File: src/rtl/mmio_bridge_pkg.sv
// Shared address map and access-target decode for the dmem MMIO bridge.
package mmio_bridge_pkg;

    // Peripheral word addresses
    localparam logic [31:0] BTN_POP     = 32'h0000_1000;
    localparam logic [31:0] BTN_STAT    = 32'h0000_1001;
    localparam logic [31:0] TICK_PERIOD = 32'h0000_1002;
    localparam logic [31:0] TICK_FLAG   = 32'h0000_1003;
    localparam logic [31:0] SCORE       = 32'h0000_1004;

    typedef enum logic [2:0] {
        T_RAM,
        T_BTN_POP,
        T_BTN_STAT,
        T_TICK_PERIOD,
        T_TICK_FLAG,
        T_SCORE,
        T_NONE
    } target_e;

    // RAM covers word addresses below 2**ram_aw; everything else is matched exactly.
    function automatic target_e decode(input logic [31:0] addr, input int unsigned ram_aw);
        target_e t;
        t = T_NONE;
        if ((addr >> ram_aw) == 32'd0) begin
            t = T_RAM;
        end else begin
            case (addr)
                BTN_POP:     t = T_BTN_POP;
                BTN_STAT:    t = T_BTN_STAT;
                TICK_PERIOD: t = T_TICK_PERIOD;
                TICK_FLAG:   t = T_TICK_FLAG;
                SCORE:       t = T_SCORE;
                default:     t = T_NONE;
            endcase
        end
        return t;
    endfunction

endpackage

File: src/rtl/mmio_bridge_sync_fifo.sv
// Small synchronous FIFO; a push into a full FIFO is accepted when a pop
// happens on the same edge (the freed slot is written through).
module sync_fifo #(
    parameter int unsigned WIDTH = 32,
    parameter int unsigned DEPTH = 4
) (
    input  logic                       clock,
    input  logic                       reset,
    input  logic                       push,
    input  logic [WIDTH-1:0]           push_data,
    input  logic                       pop,
    output logic [WIDTH-1:0]           head,
    output logic                       full,
    output logic                       empty,
    output logic [$clog2(DEPTH):0]     count
);

    localparam int unsigned AW = $clog2(DEPTH);

    logic [WIDTH-1:0] mem [DEPTH];
    logic [AW-1:0]    wr_ptr;
    logic [AW-1:0]    rd_ptr;
    logic             do_push;
    logic             do_pop;

    assign empty   = (count == '0);
    assign full    = (count == (AW+1)'(DEPTH));
    assign do_pop  = pop & ~empty;
    assign do_push = push & (~full | do_pop);
    assign head    = mem[rd_ptr];

    // Storage array, written on every accepted push
    always_ff @(posedge clock) begin
        if (do_push) mem[wr_ptr] <= push_data;
    end

    // Pointer and occupancy bookkeeping
    always_ff @(posedge clock or posedge reset) begin
        if (reset) begin
            wr_ptr <= '0;
            rd_ptr <= '0;
            count  <= '0;
        end else begin
            if (do_push) wr_ptr <= wr_ptr + 1'b1;
            if (do_pop)  rd_ptr <= rd_ptr + 1'b1;
            case ({do_push, do_pop})
                2'b10:   count <= count + 1'b1;
                2'b01:   count <= count - 1'b1;
                default: count <= count;
            endcase
        end
    end

endmodule

File: src/rtl/mmio_bridge.sv
// dmem-side bridge: splits processor accesses between the data RAM and the
// Tetris peripherals (button FIFO, tick timer, score) and registers q_dmem.
module mmio_bridge
    import mmio_bridge_pkg::*;
#(
    parameter int unsigned RAM_AW       = 12,
    parameter int unsigned FIFO_DEPTH   = 4,
    parameter logic [31:0] TICK_DEFAULT = 32'd500000
) (
    input  logic              clock,
    input  logic              reset,
    input  logic [31:0]       address_dmem,
    input  logic [31:0]       data,
    input  logic              wren,
    input  logic              isLWSW,
    output logic [31:0]       q_dmem,
    output logic [RAM_AW-1:0] ram_addr,
    output logic [31:0]       ram_data,
    output logic              ram_wren,
    input  logic [31:0]       ram_q,
    input  logic [3:0]        buttons,
    output logic [31:0]       score,
    output logic              tick_pending
);

    localparam int unsigned CW = $clog2(FIFO_DEPTH) + 1;

    target_e     tgt;
    logic        rd;
    logic        wr;
    logic [31:0] rd_val;
    logic [31:0] q_reg;
    logic        sel_periph;

    logic [3:0]  btn_s1;
    logic [3:0]  btn_s2;
    logic [3:0]  btn_s3;
    logic [3:0]  pend;
    logic [3:0]  pend_clr;
    logic [3:0]  pend_idx;
    logic        ovf;

    logic          fifo_push;
    logic          fifo_pop;
    logic [31:0]   fifo_head;
    logic          fifo_full;
    logic          fifo_empty;
    logic [CW-1:0] fifo_count;
    logic          drop;

    logic [31:0] period;
    logic [31:0] counter;
    logic        tick;
    logic        period_wr;

    assign tgt = decode(address_dmem, RAM_AW);
    assign rd  = isLWSW & ~wren;
    assign wr  = isLWSW & wren;

    assign ram_addr = address_dmem[RAM_AW-1:0];
    assign ram_data = data;
    assign ram_wren = wr & (tgt == T_RAM);

    assign q_dmem = sel_periph ? q_reg : ram_q;

    // Lowest-index pending button wins the single push slot this clock
    always_comb begin
        pend_idx = '0;
        for (int unsigned i = 4; i > 0; i--) begin
            if (pend[i-1]) pend_idx = 4'(i - 1);
        end
        pend_clr = 4'b0001 << pend_idx;
    end

    assign fifo_push = |pend;
    assign fifo_pop  = rd & (tgt == T_BTN_POP);
    assign drop      = fifo_push & fifo_full & ~(fifo_pop & ~fifo_empty);

    sync_fifo #(
        .WIDTH (32),
        .DEPTH (FIFO_DEPTH)
    ) u_fifo (
        .clock     (clock),
        .reset     (reset),
        .push      (fifo_push),
        .push_data ({1'b1, 27'b0, pend_idx}),
        .pop       (fifo_pop),
        .head      (fifo_head),
        .full      (fifo_full),
        .empty     (fifo_empty),
        .count     (fifo_count)
    );

    assign period_wr = wr & (tgt == T_TICK_PERIOD);
    assign tick      = (period != '0) && (counter == period - 32'd1);

    // Peripheral read data for the addressed target
    always_comb begin
        rd_val = '0;
        case (tgt)
            T_BTN_POP:     rd_val = fifo_empty ? '0 : fifo_head;
            T_BTN_STAT:    rd_val = {ovf, 31'(fifo_count)};
            T_TICK_PERIOD: rd_val = period;
            T_TICK_FLAG:   rd_val = {31'b0, tick_pending};
            T_SCORE:       rd_val = score;
            default:       rd_val = '0;
        endcase
    end

    // Read-return registers: select and peripheral data, one clock latency
    always_ff @(posedge clock or posedge reset) begin
        if (reset) begin
            q_reg      <= '0;
            sel_periph <= 1'b0;
        end else begin
            q_reg      <= rd ? rd_val : '0;
            sel_periph <= (tgt != T_RAM);
        end
    end

    // Button synchronizers, edge capture into the pending mask, overflow flag
    always_ff @(posedge clock or posedge reset) begin
        if (reset) begin
            btn_s1 <= '0;
            btn_s2 <= '0;
            btn_s3 <= '0;
            pend   <= '0;
            ovf    <= 1'b0;
        end else begin
            btn_s1 <= buttons;
            btn_s2 <= btn_s1;
            btn_s3 <= btn_s2;
            pend   <= (pend & ~pend_clr) | (btn_s2 & ~btn_s3);
            ovf    <= (ovf & ~(rd & (tgt == T_BTN_STAT))) | drop;
        end
    end

    // Tick timer; a tick on the clearing edge keeps the flag set
    always_ff @(posedge clock or posedge reset) begin
        if (reset) begin
            period       <= TICK_DEFAULT;
            counter      <= '0;
            tick_pending <= 1'b0;
        end else begin
            if (period_wr) begin
                period  <= data;
                counter <= '0;
            end else if (tick) begin
                counter <= '0;
            end else if (period != '0) begin
                counter <= counter + 32'd1;
            end
            tick_pending <= (tick_pending & ~(rd & (tgt == T_TICK_FLAG))) | (tick & ~period_wr);
        end
    end

    // Score register
    always_ff @(posedge clock or posedge reset) begin
        if (reset) score <= '0;
        else if (wr && tgt == T_SCORE) score <= data;
    end

endmodule

File: config.mk
export PLATFORM = sky130hd
export DESIGN_NAME = mmio_bridge
export DESIGN_NICKNAME = d
export VERILOG_FILES = /design/src/rtl/mmio_bridge_pkg.sv /design/src/rtl/mmio_bridge_sync_fifo.sv /design/src/rtl/mmio_bridge.sv
export SDC_FILE = /design/constraint.sdc
export NUM_CORES = 1
export LEC_CHECK = 0
export CAP_MARGIN = 20
export CELL_PAD_IN_SITES_DETAIL_PLACEMENT = 1
export CELL_PAD_IN_SITES_GLOBAL_PLACEMENT = 2
export CORE_MARGIN = 10
export CORE_UTILIZATION = 33
export CTS_CLUSTER_DIAMETER = 100
export DETAILED_ROUTE_END_ITERATION = 8
export PLACE_DENSITY = 0.9
export SLEW_MARGIN = 40
export SYNTH_ARGS = -nofsm -noshare
export SYNTH_HDL_FRONTEND = slang
export SYNTH_SLANG_ARGS = --single-unit
File: constraint.sdc
create_clock -name clock -period 7.9 [get_ports clock]
set_clock_uncertainty 0.05 [all_clocks]
set_input_delay 1.58 -clock clock [delete_from_list [all_inputs] [get_ports clock]]
set_output_delay 1.58 -clock clock [all_outputs]
set_load 0.01 [all_outputs]
* Word level (Yosys, flattened, before mapping)
Memory sizes are Yosys's and may differ from the RTL's.
Index checks and enable logic that the tools add are counted.
** Cells by class
- $add $sub $neg :: 6
- Equality and inequality tests :: 14
- Shift-type cells :: 1
- Muxes and demuxes :: 16
- Bitwise operators :: 29
- Reductions and logical operators :: 10
** Operators by type and width (count)
- $mux W32 :: 6
- $eq A32 B13 Y1 const B :: 5
- $pmux W32 S5 :: 1
- $add A32 B1 Y32 const B :: 1
- $eq A32 B32 Y1 :: 1
- $logic_not A32 Y1 :: 1
- $reduce_bool A32 Y1 :: 1
- $sub A32 B1 Y32 const B :: 1
- $pmux W3 S5 :: 1
- $and A1 B1 Y1 :: 14
- $mux W4 :: 3
- $eq A3 B3 Y1 const B :: 3
- $and A4 B4 Y4 :: 2
- $not A4 Y4 :: 2
- $not A1 Y1 :: 7
- $eq A3 B2 Y1 const B :: 2
- $logic_not A3 Y1 :: 2
- $pmux W3 S2 :: 1
- $reduce_bool A3 Y1 :: 2
- $add A2 B1 Y2 const B :: 2
- $or A4 B4 Y4 :: 1
- $reduce_or A4 Y1 :: 1
- $shl A1 B4 Y4 const A :: 1
- $add A3 B1 Y3 const B :: 1
- other kinds (10) :: 14
** Storage, ports and cells
- Bits in registers :: 154
- RAM bits :: 16
- Input port bits :: 104
- Logic and storage cells :: 91
- Memories kept :: 1
** Memory list
- u_fifo.mem :: words 4, bits a word 4, rd ports 1, clocked after memory_dff 0, write ports 1, line mmio_bridge_sync_fifo.sv:20 : logic [WIDTH-1:0] mem [DEPTH];

* Logic depth before layout (Yosys ltp)
Gate-level depths: netlist of run 1.
- Word-level depth :: 10
- Gate-level depth with buffers :: 14
- Depth with buffers taken out :: 14

* Hierarchy
A second synthesis of run 1 with hierarchy kept.
** Second synthesis, totals
- Cell total of the unflattened synthesis :: 1062
- Area total of the unflattened synthesis :: 13254.0 µm²
** Modules (own cells, without submodules)
- mmio_bridge :: times used 1, cells an instance 837, area an instance 8120.3 µm², sequential area each 3687.3 µm²
- sync_fifo :: times used 1, cells an instance 225, area an instance 5133.7 µm², sequential area each 4018.9 µm²

* Worst setup path after synthesis of run 1
OpenSTA, ideal clock, no wires.
- Path type :: input-to-output
- From :: input port address_dmem[17]
- To :: output port ram_wren
- Data arrival time :: 2.649 ns
- Required time :: 6.270 ns
- Slack :: 3.621 ns
- Stages on the path :: 3
- Cell sequence :: or3_1 -> or4_1 -> nor2_1
** On the way
- Word-level cells in the longest chain between the ends :: 5
- Elaborated cells between the ends (all ways) :: 10
- Classes of those cells :: eq/ne: 5; mux: 2; bitwise: 1; reduce/logical: 2
** RTL lines
- start: declaration :: line mmio_bridge.sv:12 : input logic [31:0] address_dmem,
- $eq A32 B13 Y1 :: line mmio_bridge_pkg.sv:28 : case (addr)
- $pmux W3 S5 :: line mmio_bridge_pkg.sv:28
- $mux W3 * :: line mmio_bridge_pkg.sv:25 : if ((addr >> ram_aw) == 32'd0) begin
- $logic_not A3 Y1 * :: line mmio_bridge.sv:62 : assign ram_wren = wr & (tgt == T_RAM);
- $and A1 B1 Y1 * :: line mmio_bridge.sv:62
- end: declaration :: line mmio_bridge.sv:19 : output logic ram_wren,
Every way passes the cells marked *; elsewhere a longest branch is shown, timed or not.

* Final worst setup path of run 1
Ends and elaborated chain as after synthesis.

==> results of run 1 <==
[cell type report]
cell class / instances / area [sq um] / share of cell area, %
clock inverters: 15 / 184 / 1.63
multi-input cells: 572 / 3830 / 34.0
inverters: 24 / 97.6 / 0.867
well taps: 330 / 413 / 3.67
repair buffers: 220 / 2200 / 19.5
clock buffers: 17 / 425 / 3.78
flip-flops and latches: 162 / 4110 / 36.5
[power by group through the flow]
stage	combinational, mW	clock, mW	sequential, mW
6_report	0.196	0.856	0.900
5_1_grt	0.219	0.915	0.903
4_1_cts	0.200	0.876	0.900
3_5_place_dp	0.199	0	0.916
3_3_place_gp	0.191	0	0.912
2_1_floorplan	0.106	0	0.906
[worst min-delay path by stage]
stage                     endpoint  slack [ns]  depth (start not counted)
6_report       btn_s2[0]$_DFF_PP0_        0.30                          0
3_5_place_dp   btn_s2[0]$_DFF_PP0_        0.29                          0
5_1_grt        btn_s2[1]$_DFF_PP0_        0.31                          0
2_1_floorplan  btn_s2[0]$_DFF_PP0_        0.28                          0
3_3_place_gp   btn_s2[0]$_DFF_PP0_        0.28                          0
4_1_cts        btn_s2[0]$_DFF_PP0_        0.30                          0
[metrics by stage]
| step | total power, mW | util [%] | instances |
|---|---|---|---|
| 6_report | 1.95 | 44.5 | 1340 |
| 5_1_grt | 2.04 | 44.5 | 1340 |
| 4_1_cts | 1.98 | 44.5 | 1340 |
| 3_5_place_dp | 1.12 | 42.1 | 1308 |
| 3_3_place_gp | 1.10 | 41.9 | 1306 |
| 2_1_floorplan | 1.01 | - | 847 |
[layer usage]
metal	global-route usage [%]	part of all wire (%)	vias to the layer above
met2	28.5	50	185
met3	4.60	5.9	24
li1	-	-	3179
met5	0	0.044	-
met1	20.1	43	3382
met4	4.52	1.4	2
[cell usage in the layout (no fill, tap or decap), types with 9 or more instances in the layout]
cell type        count
a22oi_1             28
clkbuf_16           17
clkdlybuf4s50_1    213
dfrtp_1            146
inv_1               23
mux2_2              65
nand2_1            126
nand3_1             23
nor2_1              83
nor3_1              14
nor4_1              16
o21ai_0             15
or3_1                9
xnor2_1             40
xor2_1              34
[Yosys cell counts, drive strengths merged, types with 2 or more instances]
cell    instances  area share (%)
dfrtp         147              43
nand2         126             5.5
nor2           84             3.7
mux2           66             8.7
buf            65             5.3
xnor2          40             4.1
xor2           34             3.5
a22oi          28             2.5
clkbuf         24             1.1
inv            24             1.1
nand3          23             1.3
nor4           20             2.0
o21ai          16            0.94
nor3           15            0.88
or3             9            0.66
and3            8            0.58
edfxtp          8             2.8
nand4           8            0.66
or4             8            0.70
a21oi           7            0.41
dfstp           7             2.1
ha              7             1.0
and2            6            0.44
nand2b          6            0.44
and4            5            0.51
nor2b           5            0.37
a31oi           4            0.29
o31ai           4            0.51
a211oi          3            0.26
a222oi          3            0.35
nand3b          3            0.26
a21o            2            0.26
a311oi          2            0.20
and4b           2            0.23
mux2i           2            0.23
mux4            2            0.53
nor4b           2            0.20
o22ai           2            0.15
[logic make-up (layout without fill, tap and decap cells)]
kind of cell | after synthesis | in the layout
compound gates | 84 | 84
mux | 70 | 70
simple gates | 336 | 336
xor+xnor | 74 | 74
fa+ha+maj | 8 | 8
buf+inv | 113 | 276
flops | 162 | 162
[critical path: cells and delay by family]
family                 cells  cell delay, ns
and+or+nand+nor            3            1.07
buffers and inverters      2            0.95
==> summary.md, run 1 <==
| Metric | Value |
|---|---|
| Status | completed |
| Main synth FF type | dfrtp_1 |
| GPL Wtd Cong | 0.843 |
| Post-Synthesis Net Count | 959 |
| Initial core utilization | 33.8% |
| Post-Place Cell Area | 10700 sq um |
| Initial antenna violation count | 1 |
| GR Overflow Total | 0 |
| Power per cell area | 173 nW/um^2 |
| Hold buffers post-CTS | 0 |
| CTS Sinks | 162 |
| Fillers | 2768 |
| Rows | 58 |
| Adder-Cell Fraction of Synth Area | 1.26% |
| DR pass1 iterations | 4 |
| # DRC | 0 |
| Switch Pwr | 0.520 mW |
| Core Footprint | 25300 sq um |
| Worst path most repeated cell | clkdlybuf4s50_1 |
| Clk pin slew, worst setup/hold paths | 0.08 ns |
| Unrepaired setup endpoints after global routing | no |
| Distinct cells, synth | 69 |
| Power share of the combinational group | 10.1% |
| Vias in the first global route | 7509 |
| Crit path arrival time | 3.60 ns |
| Ys Warns | 0 |
| Pre-CTS setup slack | 2.64 ns |
| Wirelength per Cell | 20.5 um |
| Postcts setup bufs | 0 |
| Power Internal | 1.43 mW |
| Worst Setup SP | address_dmem[17] |
| Slew @ Worst Pin | 0.802 ns |
| Yosys reg bits | 162 |
| Vias | 6772 |
| Slew Limit Headroom | 46.6% |
| Period utilization | 66.2% |
| Xor-xnor portion of the synthesized cell area | 7.57% |
| Post-Route WL | 27400 um |
| Setup CP Type | primary input to output pin |
| Maximum VDD drop | 141 uV |
| Post-DP HPWL | 20200 um |
| Crit-path slowest cell | or4_1 |
| Post-route design area | 11300 sq um |
| Fmax | 0.191 GHz |
| Mapped Avg Cell Area | 10.1 sq um |
| CP endpoint kind | output pin |
| Syn Inst Count | 847 |
| Leakage power | 4.89 nW |
| Register area share after synthesis | 47.9% |
| IO Pins | 214 |
| Full die area | 32800 sq um |
| CP cell instances | clkdlybuf4s50_1 -> or3_1 -> or4_1 -> nor2_1 -> clkdlybuf4s50_1 |
| Pins Over Slew Limit | 0 |
| Layout cells sized above 1 | 12.8% |
| Global-route wire length before repair | 43500 um |
| Mux contribution to synthesized area | 9.44% |
| Final setup viols | 0 |
| R2R depth | 10 |
| Gates resized, CTS repair | 0 |
| Largest family of logic cells by synthesized area | simple AND/OR/NAND/NOR gates |
| CP Launch Type | primary input |
| Antenna Violating Nets Remaining | 0 |
| Simple-Gate Fraction of Synth Area | 19.1% |
| Synth Area in Compound Gates | 7.24% |
| DRT iter0 DRCs | 394 |
| Worst hold path startpoint | btn_s1[0]$_DFF_PP0_ |
| CP required | 6.27 ns |
| Sequential share of power | 46.1% |
| Min Clock Period, post-route | 5.23 ns |
| EDFF count, synth | 8 |
| Worst Setup EP | ram_wren |
| Worst path max stage delay | 0.56 ns |
| Ant diodes | 0 |
| Critical Path Fanout Max | 2 |
| Switch share | 26.6% |
| Setup TNS | 0 ns |
| Final nets | 1109 |
| Synth-to-Final Area Change | 31.5% |
| CTS tree | yes |
| FF-to-FF End | counter[14]$_DFFE_PP0P_ |
| PortBufs | 213 |
| Pin count of the biggest net entering global routing | 99 |
| Max H-tree Level | 4 |
| Clk pwr share | 43.8% |
| Vias per cell | 5.05 |
| Final Hold Viols | 0 |
| Reg2reg setup slack | 4.43 ns |
| Post-synth ARST share | 95.1% |
| CTS max path bufs | 2 |
| Later-pin clock latency in the skew report | 0.44 ns |
| Worst setup margin | 2.67 ns |
| Die Ht | 181 um |
| Hold WS | 0.300 ns |
| GRT Total Usage | 16.6% |
| Worst Hold Class | flip-flop to flip-flop |
| RR Startpoint | period[0]$_DFFE_PP0P_ |
| Die X | 181 um |
| MaxCap Viol Count | 0 |
| Synth Cell Area | 8560 sq um |
| Clock Root Buffer | clkbuf_16 |
| Cts bufs inserted | 17 |
(Power assumes the default switching activity.)
==> run 2, diff against run 1 <==
--- a/config.mk
+++ b/config.mk
@@ -9,10 +9,10 @@
 export CELL_PAD_IN_SITES_DETAIL_PLACEMENT = 1
 export CELL_PAD_IN_SITES_GLOBAL_PLACEMENT = 2
 export CORE_MARGIN = 10
-export CORE_UTILIZATION = 33
+export CORE_UTILIZATION = 28
 export CTS_CLUSTER_DIAMETER = 100
 export DETAILED_ROUTE_END_ITERATION = 8
-export PLACE_DENSITY = 0.9
+export PLACE_DENSITY = 0.82
 export SLEW_MARGIN = 40
 export SYNTH_ARGS = -nofsm -noshare
 export SYNTH_HDL_FRONTEND = slang
==> constraint.sdc (replaced) <==
create_clock -name clock -period 4.7 [get_ports clock]
set_clock_uncertainty 0.05 [all_clocks]
set_input_delay 0.94 -clock clock [delete_from_list [all_inputs] [get_ports clock]]
set_output_delay 0.94 -clock clock [all_outputs]
set_load 0.01 [all_outputs]
==> summary.md, run 2 (synthesized netlist as in run 1, its figures left out) <==
| Metric | Value |
|---|---|
| Status | completed (unchanged) |
| Die Ht | 195 um (was 181 um) |
| Power Internal | 2.45 mW (was 1.43 mW) |
| PortBufs | 213 (unchanged) |
| Vias in the first global route | 7515 (was 7509) |
| Unrepaired setup endpoints after global routing | no (unchanged) |
| Most frequent cells in the layout | clkdlybuf4s50_1, dfrtp_1, nand2_1, nor2_1, mux2_2 (unchanged) |
| CTS Sinks | 162 (unchanged) |
| Setup TNS | 0 ns (unchanged) |
| Postcts setup bufs | 0 (unchanged) |
| GPL Wtd Cong | 0.839 (was 0.843) |
| DR pass1 iterations | 4 (unchanged) |
| Slew Limit Headroom | 59.4% (was 46.6%) |
| Fillers | 3353 (was 2768) |
| Layout cells sized above 1 | 13.1% (was 12.8%) |
| Core Footprint | 29900 sq um (was 25300 sq um) |
| GRT Total Usage | 14.4% (was 16.6%) |
| Hold buffers post-CTS | 0 (unchanged) |
| Wirelength per Cell | 19.6 um (was 20.5 um) |
| Worst Hold Class | flip-flop to flip-flop (unchanged) |
| Final nets | 1114 (was 1109) |
| CP required | 3.71 ns (was 6.27 ns) |
| Switch share | 25.3% (was 26.6%) |
| Full die area | 38000 sq um (was 32800 sq um) |
| Clk pwr share | 43.7% (was 43.8%) |
| Die X | 195 um (was 181 um) |
| Power share of the combinational group | 10.3% (was 10.1%) |
| Pre-CTS setup slack | 0.400 ns (was 2.64 ns) |
| Post-DP HPWL | 20600 um (was 20200 um) |
| Post-route design area | 11400 sq um (was 11300 sq um) |
| CTS tree | yes (unchanged) |
| Power per cell area | 289 nW/um^2 (was 173 nW/um^2) |
| Post-Place Cell Area | 10800 sq um (was 10700 sq um) |
| Antenna Violating Nets Remaining | 0 (unchanged) |
| Clk pin slew, worst setup/hold paths | 0.07 ns (was 0.08 ns) |
| Leakage power | 4.92 nW (was 4.89 nW) |
| Worst setup margin | 0.784 ns (was 2.67 ns) |
| Placed Cells | 1373 (was 1308) |
| Period utilization | 83.3% |
| Synth-to-Final Area Change | 32.9% (was 31.5%) |
| Vias per cell | 4.85 (was 5.05) |
| Cts bufs inserted | 17 (unchanged) |
| Critical Path Fanout Max | 2 (unchanged) |
| Post-Route WL | 27500 um (was 27400 um) |
| Later-pin clock latency in the skew report | 0.44 ns (about the same) |
| Initial core utilization | 28.7% (was 33.8%) |
| Rows | 63 (was 58) |
| Commonest non-fill, non-tap cell in the layout | clkdlybuf4s50_1 (unchanged) |
| CTS max path bufs | 2 (unchanged) |
| Pin count of the biggest net entering global routing | 87 (was 99) |
| Maximum VDD drop | 173 uV (was 141 uV) |
| Switch Pwr | 0.832 mW (was 0.520 mW) |
| Gates resized, CTS repair | 0 (unchanged) |
| Initial antenna violation count | 1 (unchanged) |
| Max H-tree Level | 4 (unchanged) |
| Vias | 6812 (was 6772) |
| Crit path arrival time | 2.93 ns (was 3.60 ns) |
| MaxCap Viol Count | 0 (unchanged) |
| Clock Root Buffer | clkbuf_16 (unchanged) |
| IO Pins | 214 (unchanged) |
| Sequential cell area | 4110 sq um (unchanged) |
| DRT iter0 DRCs | 345 (was 394) |
| Area of the multi-input gates | 3830 sq um (about the same) |
| Final setup viols | 0 (unchanged) |
| # DRC | 0 (unchanged) |
| Ant diodes | 0 (unchanged) |
| Fin cells | 1405 (was 1340) |
| Sequential share of power | 46.0% (was 46.1%) |
| GR Overflow Total | 0 (unchanged) |
| Hold WS | 0.302 ns (was 0.300 ns) |
| Final Hold Viols | 0 (unchanged) |
| Setup CP Type | primary input to output pin (unchanged) |
| Pins Over Slew Limit | 0 (unchanged) |
| Fmax | 0.255 GHz |
| CP endpoint kind | output pin (unchanged) |
| CP Launch Type | primary input (unchanged) |
| Min Clock Period, post-route | 3.92 ns |
| Slew @ Worst Pin | 0.603 ns (was 0.802 ns) |
| Global-route wire length before repair | 44100 um (was 43500 um) |
## run 2: cell type report
class                      count  share of cell area (%)
inverter                      24                   0.825
clock buffer                  17                    3.74
sequential                   162                    36.1
clock inverter                15                    1.54
tap                          390                    4.29
multi-input combinational    572                    33.7
timing repair buffer         225                    19.8
## run 2: power groups by stage
stage / Sequential, mW / Clock, mW / Combinational [mW]
after detailed placement: 1.54 / 0 / 0.341
after floorplan: 1.52 / 0 / 0.178
after global placement: 1.54 / 0 / 0.329
after global routing: 1.52 / 1.53 / 0.378
after CTS: 1.51 / 1.48 / 0.349
final: 1.51 / 1.43 / 0.337
## run 2: routing by layer
layer  vias up  GRT usage [%]  wire [um]
met5         -              0          0
met4         0           3.92        365
met3        23           3.82       1510
met2       166           24.6      13600
met1      3431           17.5      12000
li1       3192              -          -
## run 2: critical path: stages
cell and delay [ns]:
clkdlybuf4s50_1 0.40, nor4_1 0.31, nand2_1 0.11, or4_1 0.50, nor2_1 0.11, clkdlybuf4s50_1 0.56
## run 2: path summary, 6_finish.rpt
| path | from | end | cells past startpoint | slack (ns) |
|---|---|---|---|---|
| max in group asynchronous | reset | period[16]$_DFFE_PP1P_ | 4 | 2.93 |
| hold reg to reg | btn_s1[2]$_DFF_PP0_ | btn_s2[2]$_DFF_PP0_ | 0 | 0.30 |
| setup reg to reg | period[0]$_DFFE_PP0P_ | counter[25]$_DFFE_PP0P_ | 10 | 1.08 |
| hold / removal | btn_s1[2]$_DFF_PP0_ | btn_s2[2]$_DFF_PP0_ | 0 | 0.30 |
| min in group asynchronous | reset | btn_s1[0]$_DFF_PP0_ | 3 | 0.88 |
| setup / recovery | address_dmem[22] | ram_wren | 6 | 0.78 |
## run 2: metrics by stage
stage               total power, mW  util, %
detailed placement             1.88     36.0
global route                   3.42     38.1
finish                         3.28     38.1
floorplan                      1.70        -
CTS                            3.34     38.1
global placement               1.86     35.9
